===== config.mk =====
export PLATFORM = sky130hd
export DESIGN_NAME = beat_lane_sequencer_flat
export DESIGN_NICKNAME = d
export VERILOG_FILES = /design/src/rtl/beat_lane_if.sv /design/src/rtl/beat_lane_sequencer.sv /design/src/flat_wrapper.sv
export SDC_FILE = /design/constraint.sdc
export NUM_CORES = 1
export LEC_CHECK = 0
export ABC_AREA = 1
export BUFFER_PORTS_ARGS = -buffer_cell sky130_fd_sc_hd__buf_2
export CORE_MARGIN = 1
export CORE_UTILIZATION = 55
export DETAILED_ROUTE_END_ITERATION = 16
export GPL_ROUTABILITY_DRIVEN = 1
export PLACE_DENSITY = 0.8
export REMOVE_ABC_BUFFERS = 1
export SYNTH_ARGS = -nofsm -noshare
export SYNTH_HDL_FRONTEND = slang
export SYNTH_SLANG_ARGS = --single-unit

===== constraint.sdc =====
create_clock -name vgaclk -period 1.92 [get_ports vgaclk]
set_input_delay 0.192 -clock vgaclk [delete_from_list [all_inputs] [get_ports vgaclk]]
set_output_delay 0.192 -clock vgaclk [all_outputs]
set_load 0.05 [all_outputs]

===== src/rtl/beat_lane_if.sv =====
// Chart-reader handshake plus row position/mask bundle for beat_lane_sequencer.
// Carries underrun_count only when UNDERRUN_COUNT_EN is defined.
interface beat_lane_if;
  logic       chart_valid;
  logic [3:0] chart_notes;
  logic       chart_ready;
  logic [9:0] beat_pos1, beat_pos2, beat_pos3, beat_pos4;
  logic [3:0] beat_notes1, beat_notes2, beat_notes3, beat_notes4;
  logic       frame_tick;
  logic       underrun;
`ifdef UNDERRUN_COUNT_EN
  logic [7:0] underrun_count;
`endif

  // Chart reader / renderer side
  modport master (
    output chart_valid, chart_notes,
    input  chart_ready,
    input  beat_pos1, beat_pos2, beat_pos3, beat_pos4,
    input  beat_notes1, beat_notes2, beat_notes3, beat_notes4,
    input  frame_tick, underrun
`ifdef UNDERRUN_COUNT_EN
    , input underrun_count
`endif
  );

  // Sequencer side
  modport slave (
    input  chart_valid, chart_notes,
    output chart_ready,
    output beat_pos1, beat_pos2, beat_pos3, beat_pos4,
    output beat_notes1, beat_notes2, beat_notes3, beat_notes4,
    output frame_tick, underrun
`ifdef UNDERRUN_COUNT_EN
    , output underrun_count
`endif
  );
endinterface


===== src/rtl/beat_lane_sequencer.sv =====
// Four beat rows advancing once per frame with per-row mask refill from the chart reader.
// Optional UNDERRUN_COUNT_EN adds a saturating 8-bit underrun event counter.
module beat_lane_sequencer #(
  parameter int unsigned PIXELSPEED = 3,
  parameter int unsigned WRAP_POS   = 639,
  parameter int unsigned SPACING    = 160
) (
  input  logic        vgaclk,
  input  logic        rst_n,
  input  logic        vsync,
  input  logic        run,
  beat_lane_if.slave  bus
);

  typedef enum logic [1:0] {S_FILL, S_RUN, S_PAUSE} state_t;

  state_t     state;
  logic       vsync_q;
  logic       frame_tick;
  logic       underrun;
  logic [3:0] pending;
  logic [1:0] fill_idx;
  logic [9:0] pos   [4];
  logic [3:0] notes [4];

  logic       chart_ready;
  logic       xfer;
  logic       advance;
  logic [1:0] load_idx;
  logic [3:0] load_row;
  logic [3:0] starve;

  // pending is only ever set while running, so it is all-zero in S_FILL
  assign chart_ready = (state == S_FILL) || (pending != 4'd0);
  assign xfer        = bus.chart_valid && chart_ready;
  assign advance     = frame_tick && (state == S_RUN);

  // NOTE: every variable gets a default at the top of always_comb so no path can infer a latch.
  always_comb begin
    load_idx = fill_idx;
    if (state != S_FILL) begin
      load_idx = 2'd0;
      for (int i = 3; i >= 0; i--) begin
        if (pending[i]) load_idx = 2'(i);
      end
    end
    load_row = 4'd0;
    if (xfer) load_row[load_idx] = 1'b1;
    // A row still waiting at a tick misses its pass unless it is being loaded right now
    starve = advance ? (pending & ~load_row) : 4'd0;
  end

  // NOTE: sequential state uses non-blocking assignments only, so every flop samples pre-edge values.
  always_ff @(posedge vgaclk or negedge rst_n) begin
    if (!rst_n) begin
      state      <= S_FILL;
      vsync_q    <= 1'b1;
      frame_tick <= 1'b0;
      underrun   <= 1'b0;
      pending    <= 4'd0;
      fill_idx   <= 2'd0;
      // NOTE: these small register arrays are flops, not RAM, so they are reset like any other state.
      for (int k = 0; k < 4; k++) begin
        pos[k]   <= 10'(k * SPACING);
        notes[k] <= 4'd0;
      end
    end else begin
      vsync_q    <= vsync;
      frame_tick <= vsync_q & ~vsync;
      if (starve != 4'd0) underrun <= 1'b1;

      for (int k = 0; k < 4; k++) begin
        if (load_row[k]) begin
          notes[k]   <= bus.chart_notes;
          pending[k] <= 1'b0;
        end
        if (advance) begin
          if (pos[k] >= 10'(WRAP_POS)) begin
            pos[k]     <= 10'd0;
            notes[k]   <= 4'd0;
            pending[k] <= 1'b1;
          end else begin
            pos[k] <= pos[k] + 10'(PIXELSPEED);
          end
        end
        if (starve[k]) pending[k] <= 1'b0;
      end

      case (state)
        S_FILL: begin
          if (xfer) begin
            fill_idx <= fill_idx + 2'd1;
            if (fill_idx == 2'd3) state <= run ? S_RUN : S_PAUSE;
          end
        end
        S_RUN:   if (!run) state <= S_PAUSE;
        S_PAUSE: if (run)  state <= S_RUN;
        default: state <= S_FILL;
      endcase
    end
  end

`ifdef UNDERRUN_COUNT_EN
  logic [7:0] underrun_count;
  logic [8:0] count_sum;

  assign count_sum = {1'b0, underrun_count} + 9'($countones(starve));

  always_ff @(posedge vgaclk or negedge rst_n) begin
    if (!rst_n)                underrun_count <= 8'd0;
    else if (count_sum[8])     underrun_count <= 8'hFF;
    else                       underrun_count <= count_sum[7:0];
  end

  assign bus.underrun_count = underrun_count;
`endif

  assign bus.chart_ready = chart_ready;
  assign bus.frame_tick  = frame_tick;
  assign bus.underrun    = underrun;
  assign bus.beat_pos1   = pos[0];
  assign bus.beat_pos2   = pos[1];
  assign bus.beat_pos3   = pos[2];
  assign bus.beat_pos4   = pos[3];
  assign bus.beat_notes1 = notes[0];
  assign bus.beat_notes2 = notes[1];
  assign bus.beat_notes3 = notes[2];
  assign bus.beat_notes4 = notes[3];

endmodule


===== src/flat_wrapper.sv =====
// flat-port wrapper written by rule: the top's interface ports become plain ports
module beat_lane_sequencer_flat 
#(
  parameter int unsigned PIXELSPEED = 3,
  parameter int unsigned WRAP_POS   = 639,
  parameter int unsigned SPACING    = 160
)
  (vgaclk, rst_n, vsync, run, bus_chart_valid, bus_chart_notes, bus_chart_ready, bus_beat_pos1, bus_beat_pos2, bus_beat_pos3, bus_beat_pos4, bus_beat_notes1, bus_beat_notes2, bus_beat_notes3, bus_beat_notes4, bus_frame_tick, bus_underrun);
  beat_lane_if bus_i ();
  input  logic vgaclk;
  input  logic rst_n;
  input  logic vsync;
  input  logic run;
  input wire logic [$bits(bus_i.chart_valid)-1:0] bus_chart_valid;
  input wire logic [$bits(bus_i.chart_notes)-1:0] bus_chart_notes;
  output wire logic [$bits(bus_i.chart_ready)-1:0] bus_chart_ready;
  output wire logic [$bits(bus_i.beat_pos1)-1:0] bus_beat_pos1;
  output wire logic [$bits(bus_i.beat_pos2)-1:0] bus_beat_pos2;
  output wire logic [$bits(bus_i.beat_pos3)-1:0] bus_beat_pos3;
  output wire logic [$bits(bus_i.beat_pos4)-1:0] bus_beat_pos4;
  output wire logic [$bits(bus_i.beat_notes1)-1:0] bus_beat_notes1;
  output wire logic [$bits(bus_i.beat_notes2)-1:0] bus_beat_notes2;
  output wire logic [$bits(bus_i.beat_notes3)-1:0] bus_beat_notes3;
  output wire logic [$bits(bus_i.beat_notes4)-1:0] bus_beat_notes4;
  output wire logic [$bits(bus_i.frame_tick)-1:0] bus_frame_tick;
  output wire logic [$bits(bus_i.underrun)-1:0] bus_underrun;
  assign bus_i.chart_valid = bus_chart_valid;
  assign bus_i.chart_notes = bus_chart_notes;
  assign bus_chart_ready = bus_i.chart_ready;
  assign bus_beat_pos1 = bus_i.beat_pos1;
  assign bus_beat_pos2 = bus_i.beat_pos2;
  assign bus_beat_pos3 = bus_i.beat_pos3;
  assign bus_beat_pos4 = bus_i.beat_pos4;
  assign bus_beat_notes1 = bus_i.beat_notes1;
  assign bus_beat_notes2 = bus_i.beat_notes2;
  assign bus_beat_notes3 = bus_i.beat_notes3;
  assign bus_beat_notes4 = bus_i.beat_notes4;
  assign bus_frame_tick = bus_i.frame_tick;
  assign bus_underrun = bus_i.underrun;
  beat_lane_sequencer #(.PIXELSPEED(PIXELSPEED), .WRAP_POS(WRAP_POS), .SPACING(SPACING)) u_core (.vgaclk(vgaclk), .rst_n(rst_n), .vsync(vsync), .run(run), .bus(bus_i));
endmodule

After elaboration in Yosys (flattened, before gate mapping):

Index checks and enable logic that the tools add are counted.

* flip-flop bits (word level): 67
* logic and storage cells: 93

* equality and inequality tests: 7
* reduce and logical (&&, ||, !) cells: 10
* multiplexer cells: 47
* add/sub/neg operators: 5
* magnitude comparators: 6
* bitwise logic cells: 4

Operators by type and width (count)
* 2-to-1 mux 4 bit: 14
* adder 10 x 2 -> 10 bit, second input constant: 4
* >= comparator 10 bit, second input constant: 4
* 2-to-1 mux 10 bit: 4
* 2-to-1 mux 2 bit: 10
* 2-to-1 mux 1 bit: 17
* nonzero test 4 bit: 2
* != test 2 bit, second input constant: 3
* case mux 2 bit (3 select lines): 1
* AND 4 bit: 1
* == test 2 bit, second input constant: 2
* inverter 4 bit: 1
* AND reduction 4 bit: 1
* logical AND 1 bit: 3
* less-than comparator 2 x 3 -> 1 bit, second input constant: 1
* adder 2 x 1 -> 2 bit, second input constant: 1
* demux 1 bit (select 2 bit): 1
* == test 2 x 1 -> 1 bit, second input constant: 1
* >= comparator 2 x 1 -> 1 bit, second input constant: 1
* logical NOT 2 bit: 1
* != test 2 x 1 -> 1 bit, second input constant: 1
* AND reduction 2 bit: 1
* nonzero test 2 bit: 1
* AND 1 bit: 1
* 2 further kinds: 2

Depth between registers and ports, before layout:

Gate-level depths: netlist of run 1.

* depth after elaboration: 14
* mapped depth: 11
* gate-level depth less buffers: 11

Least setup slack after synthesis of run 1:

Ideal clock, no wire load.

* path type: reg2reg
* from: register u_core.pending[3]
* to: register u_core.pending[1]
* clock period less this slack: 1826 ps
* data required time: 1807 ps
* path slack: 94 ps
* cell stages (with the launch flop): 11
* arrival: 1713 ps
* cell sequence: dfrtp_1 nor2_1 nand3_1 nand2_1 inv_1 nand3_1 nand2_1 nor2_1 inv_1 nand2_1 inv_1

* elaborated cells on any way between the ends: 21
* those cells by class: 2 x order compare; 13 x mux; 2 x bitwise; 4 x reduce/logical

RTL lines
* start: declaration: line beat_lane_sequencer.sv:21 `logic [3:0] pending;`
* start signal: assignment: line beat_lane_sequencer.sv:60 `pending <= 4'd0;`
* start signal: indexed assignment: line beat_lane_sequencer.sv:75 `pending[k] <= 1'b0;`
* start signal: indexed assignment: line beat_lane_sequencer.sv:81 `pending[k] <= 1'b1;`
* nonzero test 4 bit (*): line beat_lane_sequencer.sv:34 `assign chart_ready = (state == S_FILL) || (pending != 4'd0);`
* logical OR 1 bit (*): line beat_lane_sequencer.sv:34
* via bus_chart_ready: line flat_wrapper.sv:16 `output wire logic [$bits(bus_i.chart_ready)-1:0] bus_chart_ready;`
* logical AND 1 bit (*): line beat_lane_sequencer.sv:35 `assign xfer = bus.chart_valid && chart_ready;`
* 2-to-1 mux 4 bit (*): line beat_lane_sequencer.sv:48 `if (xfer) load_row[load_idx] = 1'b1;`
* 2-to-1 mux 1 bit / inverter 4 bit (equally long branches): line beat_lane_sequencer.sv:73, beat_lane_sequencer.sv:50
* 2-to-1 mux 1 bit / AND 4 bit (equally long branches): line beat_lane_sequencer.sv:78, beat_lane_sequencer.sv:50
* 2-to-1 mux 1 bit / 2-to-1 mux 4 bit (equally long branches): line beat_lane_sequencer.sv:77, beat_lane_sequencer.sv:50
* 2-to-1 mux 1 bit (*): line beat_lane_sequencer.sv:86 `if (starve[k]) pending[k] <= 1'b0;`

The timed path passes the listed nets; every way through them passes the cells marked *.
A chain may end at the register's enable or synchronous reset.

Final worst setup path of run 1:

* from: register u_core.state[1]
* to: register u_core.notes (netlist bit u_core.bus.beat_notes4[0])

* word-level cells in the longest chain between the ends: 10
* elaborated cells on any way between the ends: 16
* those cells by class: 2 x order compare; 1 x eq/ne; 7 x mux; 6 x reduce/logical

Ends and longest elaborated chain
* start: declaration: line beat_lane_sequencer.sv:17 `state_t state;`
* start signal: assignment: line beat_lane_sequencer.sv:93 `if (fill_idx == 2'd3) state <= run ? S_RUN : S_PAUSE;`
* nonzero test 2 bit: line beat_lane_sequencer.sv:41 `if (state != S_FILL) begin`
* 2-to-1 mux 2 bit: line beat_lane_sequencer.sv:41
* less-than comparator 2 x 3 -> 1 bit (not written as such) / >= comparator 2 x 1 -> 1 bit (equally long branches): line beat_lane_sequencer.sv:48
* logical AND 1 bit (not written as such): line beat_lane_sequencer.sv:48
* 2-to-1 mux 1 bit (not written as such): line beat_lane_sequencer.sv:48
* demux 1 bit (select 2 bit)
* 2-to-1 mux 4 bit: line beat_lane_sequencer.sv:48
* 2-to-1 mux 4 bit: line beat_lane_sequencer.sv:73 `if (load_row[k]) begin`
* 2-to-1 mux 4 bit: line beat_lane_sequencer.sv:78 `if (pos[k] >= 10'(WRAP_POS)) begin`
* 2-to-1 mux 4 bit (*): line beat_lane_sequencer.sv:77 `if (advance) begin`
* end signal: indexed assignment: line beat_lane_sequencer.sv:74 `notes[k] <= bus.chart_notes;`
* end: declaration: line beat_lane_sequencer.sv:24 `logic [3:0] notes [4];`

Mark *: on every way between the ends. The rest lies on a longest branch, timed or not.

==> results of run 1 <==
[metrics by stage]
step	hold slack [ns]	utilization	cell area, µm²	cells
finish	0.166	0.713	4020	581
global route	0.173	0.713	4020	581
CTS	0.161	0.707	3990	577
detailed placement	0.238	0.664	3740	559
global placement	0.236	0.664	3740	559
floorplan	-0.104	-	3280	416
[synthesized netlist by cell type (all sizes together)]
master,instances
xnor2,3
a31oi,2
xor2,4
buf,5
a211oi,1
o22ai,2
o21ai,40
nor2,83
ha,9
dfstp,9
o211a,1
nand2,81
nor3,7
nand4,4
inv,67
dfrtp,58
a21oi,15
nand3,28
o211ai,2
[kinds of logic after synthesis]
kind of cell             Yosys count
AND/OR/NAND/NOR                  203
buffers and inverters             72
flip-flops                        67
AO/OA/AOI/OAI                     63
adder cells (fa/ha/maj)            9
XOR/XNOR                           7
[flip-flops by register name, summed over array words and instances (netlist names)]
register,flops
u_core.bus.underrun,1
u_core.bus.beat_notes4,4
u_core.bus.beat_pos4,10
u_core.bus.beat_notes3,4
u_core.bus.beat_pos3,10
u_core.bus.beat_pos2,10
u_core.bus.beat_notes2,4
u_core.state,2
u_core.fill_idx,2
u_core.pending,4
u_core.bus.beat_pos1,10
u_core.bus.beat_notes1,4
u_core.vsync_q,1
u_core.bus.frame_tick,1
[cell type report]
| cell class | instances | area share |
|---|---|---|
| Timing Repair Buffer | 78 | 0.109 |
| Clock buffer | 14 | 0.0454 |
| Tap cell | 72 | 0.0224 |
| Multi-Input combinational cell | 282 | 0.334 |
| Inverter | 67 | 0.0625 |
| Clock inverter | 1 | 0.00747 |
| Sequential cell | 67 | 0.420 |
[power by group through the flow]
| stage | clock network, µW | registers [µW] | logic, µW |
|---|---|---|---|
| final | 1250 | 2190 | 2970 |
| after CTS | 1270 | 2180 | 2970 |
| after global routing | 1320 | 2250 | 3250 |
| after global placement | 0 | 2190 | 2880 |
| after floorplan | 0 | 3360 | 1040 |
| after detailed placement | 0 | 2200 | 2940 |
[routing by layer]
metal  track usage  part of all wire  vias to the layer above  routed length (µm)
met1         0.335              0.45                     1363                3380
met5             0                 0                        -                   0
met2         0.437              0.48                       91                3590
met4         0.107             0.021                        0                 155
met3        0.0457             0.051                       18                 384
li1              -                 -                     1502                   -
[what timing repair did]
item                                    in CTS  in global routing
endpoints found under the setup margin       0                  7
endpoints found under the hold margin       60                  0
buffers inserted                             0                  4
hold buffers                                 3                  0
gates resized for setup                      0                  1
[worst paths after layout]
kind | start | endpoint | slack (ns) | cells after the start
setup / recovery | u_core.state[1]$_DFFE_PN0P_ | u_core.bus.beat_notes4[0]$_DFF_PN0_ | 0.14 | 7
hold / removal | bus_chart_notes[2] | u_core.bus.beat_notes2[2]$_DFF_PN0_ | 0.17 | 3
setup reg to reg | u_core.state[1]$_DFFE_PN0P_ | u_core.bus.beat_notes4[0]$_DFF_PN0_ | 0.14 | 7
hold reg to reg | u_core.vsync_q$_DFF_PN1_ | u_core.bus.frame_tick$_DFF_PN0_ | 0.46 | 2
max in group asynchronous | rst_n | u_core.bus.beat_pos2[7]$_DFFE_PN1P_ | 1.20 | 3
min in group asynchronous | rst_n | u_core.bus.beat_pos4[9]$_DFFE_PN0P_ | 0.38 | 3
[critical path: stages, from the launching register on]
cell and delay, ns:
dfrtp_1 0.38, inv_1 0.12, nand2_1 0.10, nor2_4 0.27, buf_4 0.19, nand3_1 0.31, o21ai_0 0.21, nor2_1 0.08
==> reports/metrics.yaml, run 1 <==
status: "completed"
ys_seq_area_frac: 0.511
drc: 0
syn_to_final_growth_pct: 21.8
finalNetCount: 523
tns_ns: 0
synthAdderAreaFrac: 0.0341
htreeDepth: 3
yosys.area_share.simple: 0.249
antenna_found_initial: 0
coreArea_um2: 5640
cp_max_fo: 11
drt-total-wl_mm: 7.51
worst_skew_pair.late_latency_ns: 0.34
root_buffer: "clkbuf_8"
synth.avg_cell_area_um2: 7.84
synth_seq_cells: 67
p_sw_uw: 3120
cts_buffers: 9
clock.fmax_ghz: 0.560
internal_power_uw: 3280
clockPowerShare: 0.195
synth_cell_types: 22
clock_path_buffers: 2
regArea_um2: 1690
diodes: 0
grt-ovfl-total: 0
dr.pass1.iters: 5
final-hold-violation-count: 0
worst_pin_slew_ns: 0.414
nFillCells: 451
yosysTopAreaCell: "dfrtp_1"
syn_area_um2: 3300
dp_slack_ns: 0.160
hpwl_mm: 5.22
synth_top_family_by_area: "simple AND/OR/NAND/NOR gates"
synth_area_leaders: "dfrtp_1 (44%), nor2_1 (9.3%), nand2_1 (9.2%)"
multi_input_comb_area_um2: 1340
clock_skew_ns: 0.00698
hold_path_class: "in -> reg"
detail-route-antenna-nets: 0
switching_share: 0.488
layout_commonest_cell: "nor2_1"
start_kind: "register"
synth_top_cell_area_share: 0.440
cts_tree: "yes"
cp.required_ns: 2.14
first_global_vias: 2835
power_frac_comb: 0.464
track_usage: 0.261
maxCapViolCount: 0
seqPwrFrac: 0.341
syn-instance-count: 421
ios: 68
ir_drop_mv: 1.10
slew_headroom: 0.723
drive_gt1_frac: 0.200
cp.arrival_ns: 2.01
die-area_um2: 6320
initial_core_util: 0.585
path_clk_slew_ns: 0.07
setup_viol: 0
drtIter0Drc: 199
synthMuxAreaShare: 0
mostFrequentLayoutCells: "nor2_1 (82), nand2_1 (81), inv_1 (67), buf_2 (67), dfrtp_1 (58)"
yosysWarnings: 0
synth-xor-area-share: 0.0186
crit_path_end_kind: "register"
crit_type: "reg -> reg"
synth_compound_area_frac: 0.103
die_x_um: 79.5
finalMaxSlewViolations: 0
wire_per_inst_um: 12.9
post-route-period-util: 0.929
rows: 27
grt_pass1_wl_mm: 12.7
min_period_ns: 1.78
gp_congestion: 0.911
power_density_nw_per_um2: 1590
via_per_inst: 5.12
p_leak_uw: 0.00214
grt_max_degree: 68
dieHeight_um: 79.5
totalPowerFinal_uw: 6410
worst_slack_ns: 0.136
via_count: 2974
cts.sinks: 67
io_buffers: 67
(Power assumes the default switching activity.)
==> run 2: changes to the inputs <==
Settings changed: REMOVE_ABC_BUFFERS 1 to default.
==> run 2 against run 1 <==
  * Non-clock buffer count is 3 lower
  * Flip-flop and latch count stayed put
  * Sequential power hardly changed
  * First-iteration DRC count is 19% lower
  * Count of clock-buffer cells in the layout is 2 lower
  * Global-route usage is 1.6 points lower
  * Critical path type unchanged
  * Highest routed layer unchanged
==> reports/metrics.yaml, run 2 (same netlist as run 1, synthesis figures left out) <==
status: "completed"
detail-route-antenna-nets: 0  # unchanged
synth_nets: 439
ios: 68  # unchanged
dr.pass1.iters: 4  # -1
via_count: 2963  # -0.37%
finalMaxSlewViolations: 0  # unchanged
grt-ovfl-total: 0  # unchanged
final-hold-violation-count: 0  # unchanged
crit_type: "reg -> reg"
io_buffers: 67  # unchanged
critical_path_buf_inv_count: 4  # +2
grt_pass1_wl_mm: 12.0  # -5.2%
crit_path_top_delay_cell: "dfrtp_1"
hold_path_class: "in -> reg"
rows: 27  # unchanged
cp_max_fo: 11  # unchanged
diodes: 0  # unchanged
fin_util: 0.701  # -0.0115
path_clk_slew_ns: 0.07  # about the same
worst_path_largest_cell_delay_ns: 0.37  # about the same
cts_buffers: 9  # unchanged
layout_commonest_cell: "nor2_1"
cp.required_ns: 2.14  # about the same
syn_to_final_growth_pct: 19.9
critical_path.cell_chain: "inv_1 > nand2_1 > nor2_4 > buf_12 > buf_4 > nand3_1 > inv_1 > a21oi_1"
track_usage: 0.246  # -0.0157
grtUsageMet2: 0.401  # -0.0359
tns_ns: 0  # unchanged
maxCapViolCount: 0  # unchanged
worst_pin_slew_ns: 0.376  # -0.0377 ns
clock_skew_ns: 0.00748  # +0.000508 ns
hold_slack_ns: 0.0434  # -0.122 ns
ir_drop_mv: 0.966  # -12%
wire_per_inst_um: 12.3  # -5.0%
start_kind: "register"
cp_common_cell: "inv_1"
nFillCells: 440  # -2.4%
cts_tree: "yes"
crit_family: "buffers and inverters"
die-area_um2: 6320  # unchanged
power_density_nw_per_um2: 1540  # -3.2%
first_global_vias: 2743  # -3.2%
cts.sinks: 67  # unchanged
root_buffer: "clkbuf_8"
antenna_found_initial: 0  # unchanged
rsz0062_at_grt: "false"
post-route-period-util: 0.866  # -0.0631
hpwl_mm: 5.27  # +0.96%
htreeDepth: 3  # unchanged
final_cells: 578  # -0.52%
use_met1: 0.328  # -0.00701
drtIter0Drc: 161  # -19%
via_per_inst: 5.13  # +0.15%
finalNetCount: 520  # -0.57%
min_period_ns: 1.66  # -0.121 ns
clock_path_buffers: 2  # unchanged
worst_skew_pair.late_latency_ns: 0.33  # about the same
mostFrequentLayoutCells: "nor2_1 (82), nand2_1 (81), inv_1 (67), buf_2 (67), dfrtp_1 (58)"
regArea_um2: 1690  # unchanged
drive_gt1_frac: 0.196  # -0.00474
slew_headroom: 0.748  # +0.0252
crit_path_end_kind: "register"
dieHeight_um: 79.5  # unchanged
gp_congestion: 0.882  # -3.2%
grt_busiest_layer: "met2"
drt-total-wl_mm: 7.10  # -5.5%
cp.arrival_ns: 1.88  # -0.13 ns
coreArea_um2: 5640  # unchanged
multi_input_comb_area_um2: 1340  # unchanged
initial_core_util: 0.585  # unchanged
grt_use_met3: 0.0366  # -0.00914
dp_cells: 559  # unchanged
grt_max_degree: 68  # unchanged
setup_viol: 0  # unchanged
clock.fmax_ghz: 0.601  # +7.3%
die_x_um: 79.5  # unchanged
drc: 0  # unchanged
p_leak_uw: 0.00211  # -1.6%
-- run 2: cell types whose count changed in the layout (fill, tap and decap cells not counted), sizes merged --
cell,change
bufinv,-1
clkbuf,-2
dlygate4sd3,-1
buf,-2
clkinv,+3
-- run 2: what timing repair did --
| action | in CTS | in global routing |
|---|---|---|
| resized for setup | 0 | 1 |
| buffers inserted | 0 | 2 |
| hold endpoints to repair | 59 | 0 |
| endpoints found under the setup margin | 0 | 12 |
| hold buffers | 2 | 0 |
-- run 2: final timing paths --
kind / from / cells past startpoint / end / slack [ns]
max: u_core.state[1]$_DFFE_PN0P_ / 8 / u_core.bus.beat_pos4[9]$_DFFE_PN0P_ / 0.26
min: run / 2 / u_core.state[1]$_DFFE_PN0P_ / 0.04
max reg2reg: u_core.state[1]$_DFFE_PN0P_ / 8 / u_core.bus.beat_pos4[9]$_DFFE_PN0P_ / 0.26
min reg2reg: u_core.vsync_q$_DFF_PN1_ / 2 / u_core.bus.frame_tick$_DFF_PN0_ / 0.47
max in group asynchronous: rst_n / 3 / u_core.bus.beat_pos2[5]$_DFFE_PN1P_ / 1.19
min in group asynchronous: rst_n / 3 / u_core.bus.beat_notes3[1]$_DFF_PN0_ / 0.38
-- run 2: worst register-to-register path: stages, from the launching register on --
cell,delay [ns]
dfrtp_1,0.37
inv_1,0.10
nand2_1,0.09
nor2_4,0.16
buf_12,0.14
buf_4,0.14
nand3_1,0.30
inv_1,0.19
a21oi_1,0.06
-- run 2: final cells by class --
type                    count  area share
multi-input cells         282       0.339
repair buffers             75       0.107
clock buffers              12      0.0367
inverters                  67      0.0635
flip-flops and latches     67       0.426
well taps                  72      0.0228
clock inverters             3     0.00379
-- run 2: layer usage --
layer / vias up / wire, µm
met5: - / 0
met4: 0 / 116
met3: 11 / 331
met2: 78 / 3430
met1: 1384 / 3210
li1: 1490 / -
-- run 2: power by group --
part | internal (µW) | total [µW] | switching (µW)
Sequential | 1830 | 2170 | 334
Combinational | 713 | 2950 | 2240
Clock | 491 | 984 | 493
-- run 2: stage by stage --
| stage | total power, µW | instance area [µm²] | setup slack [ns] |
|---|---|---|---|
| 3_3_place_gp | 5050 | 3740 | 0.217 |
| 2_1_floorplan | 4410 | 3300 | 0.0939 |
| 5_1_grt | 6510 | 3960 | 0.0528 |
| 3_5_place_dp | 5110 | 3740 | 0.121 |
| 6_report | 6100 | 3960 | 0.257 |
| 4_1_cts | 6100 | 3930 | 0.118 |
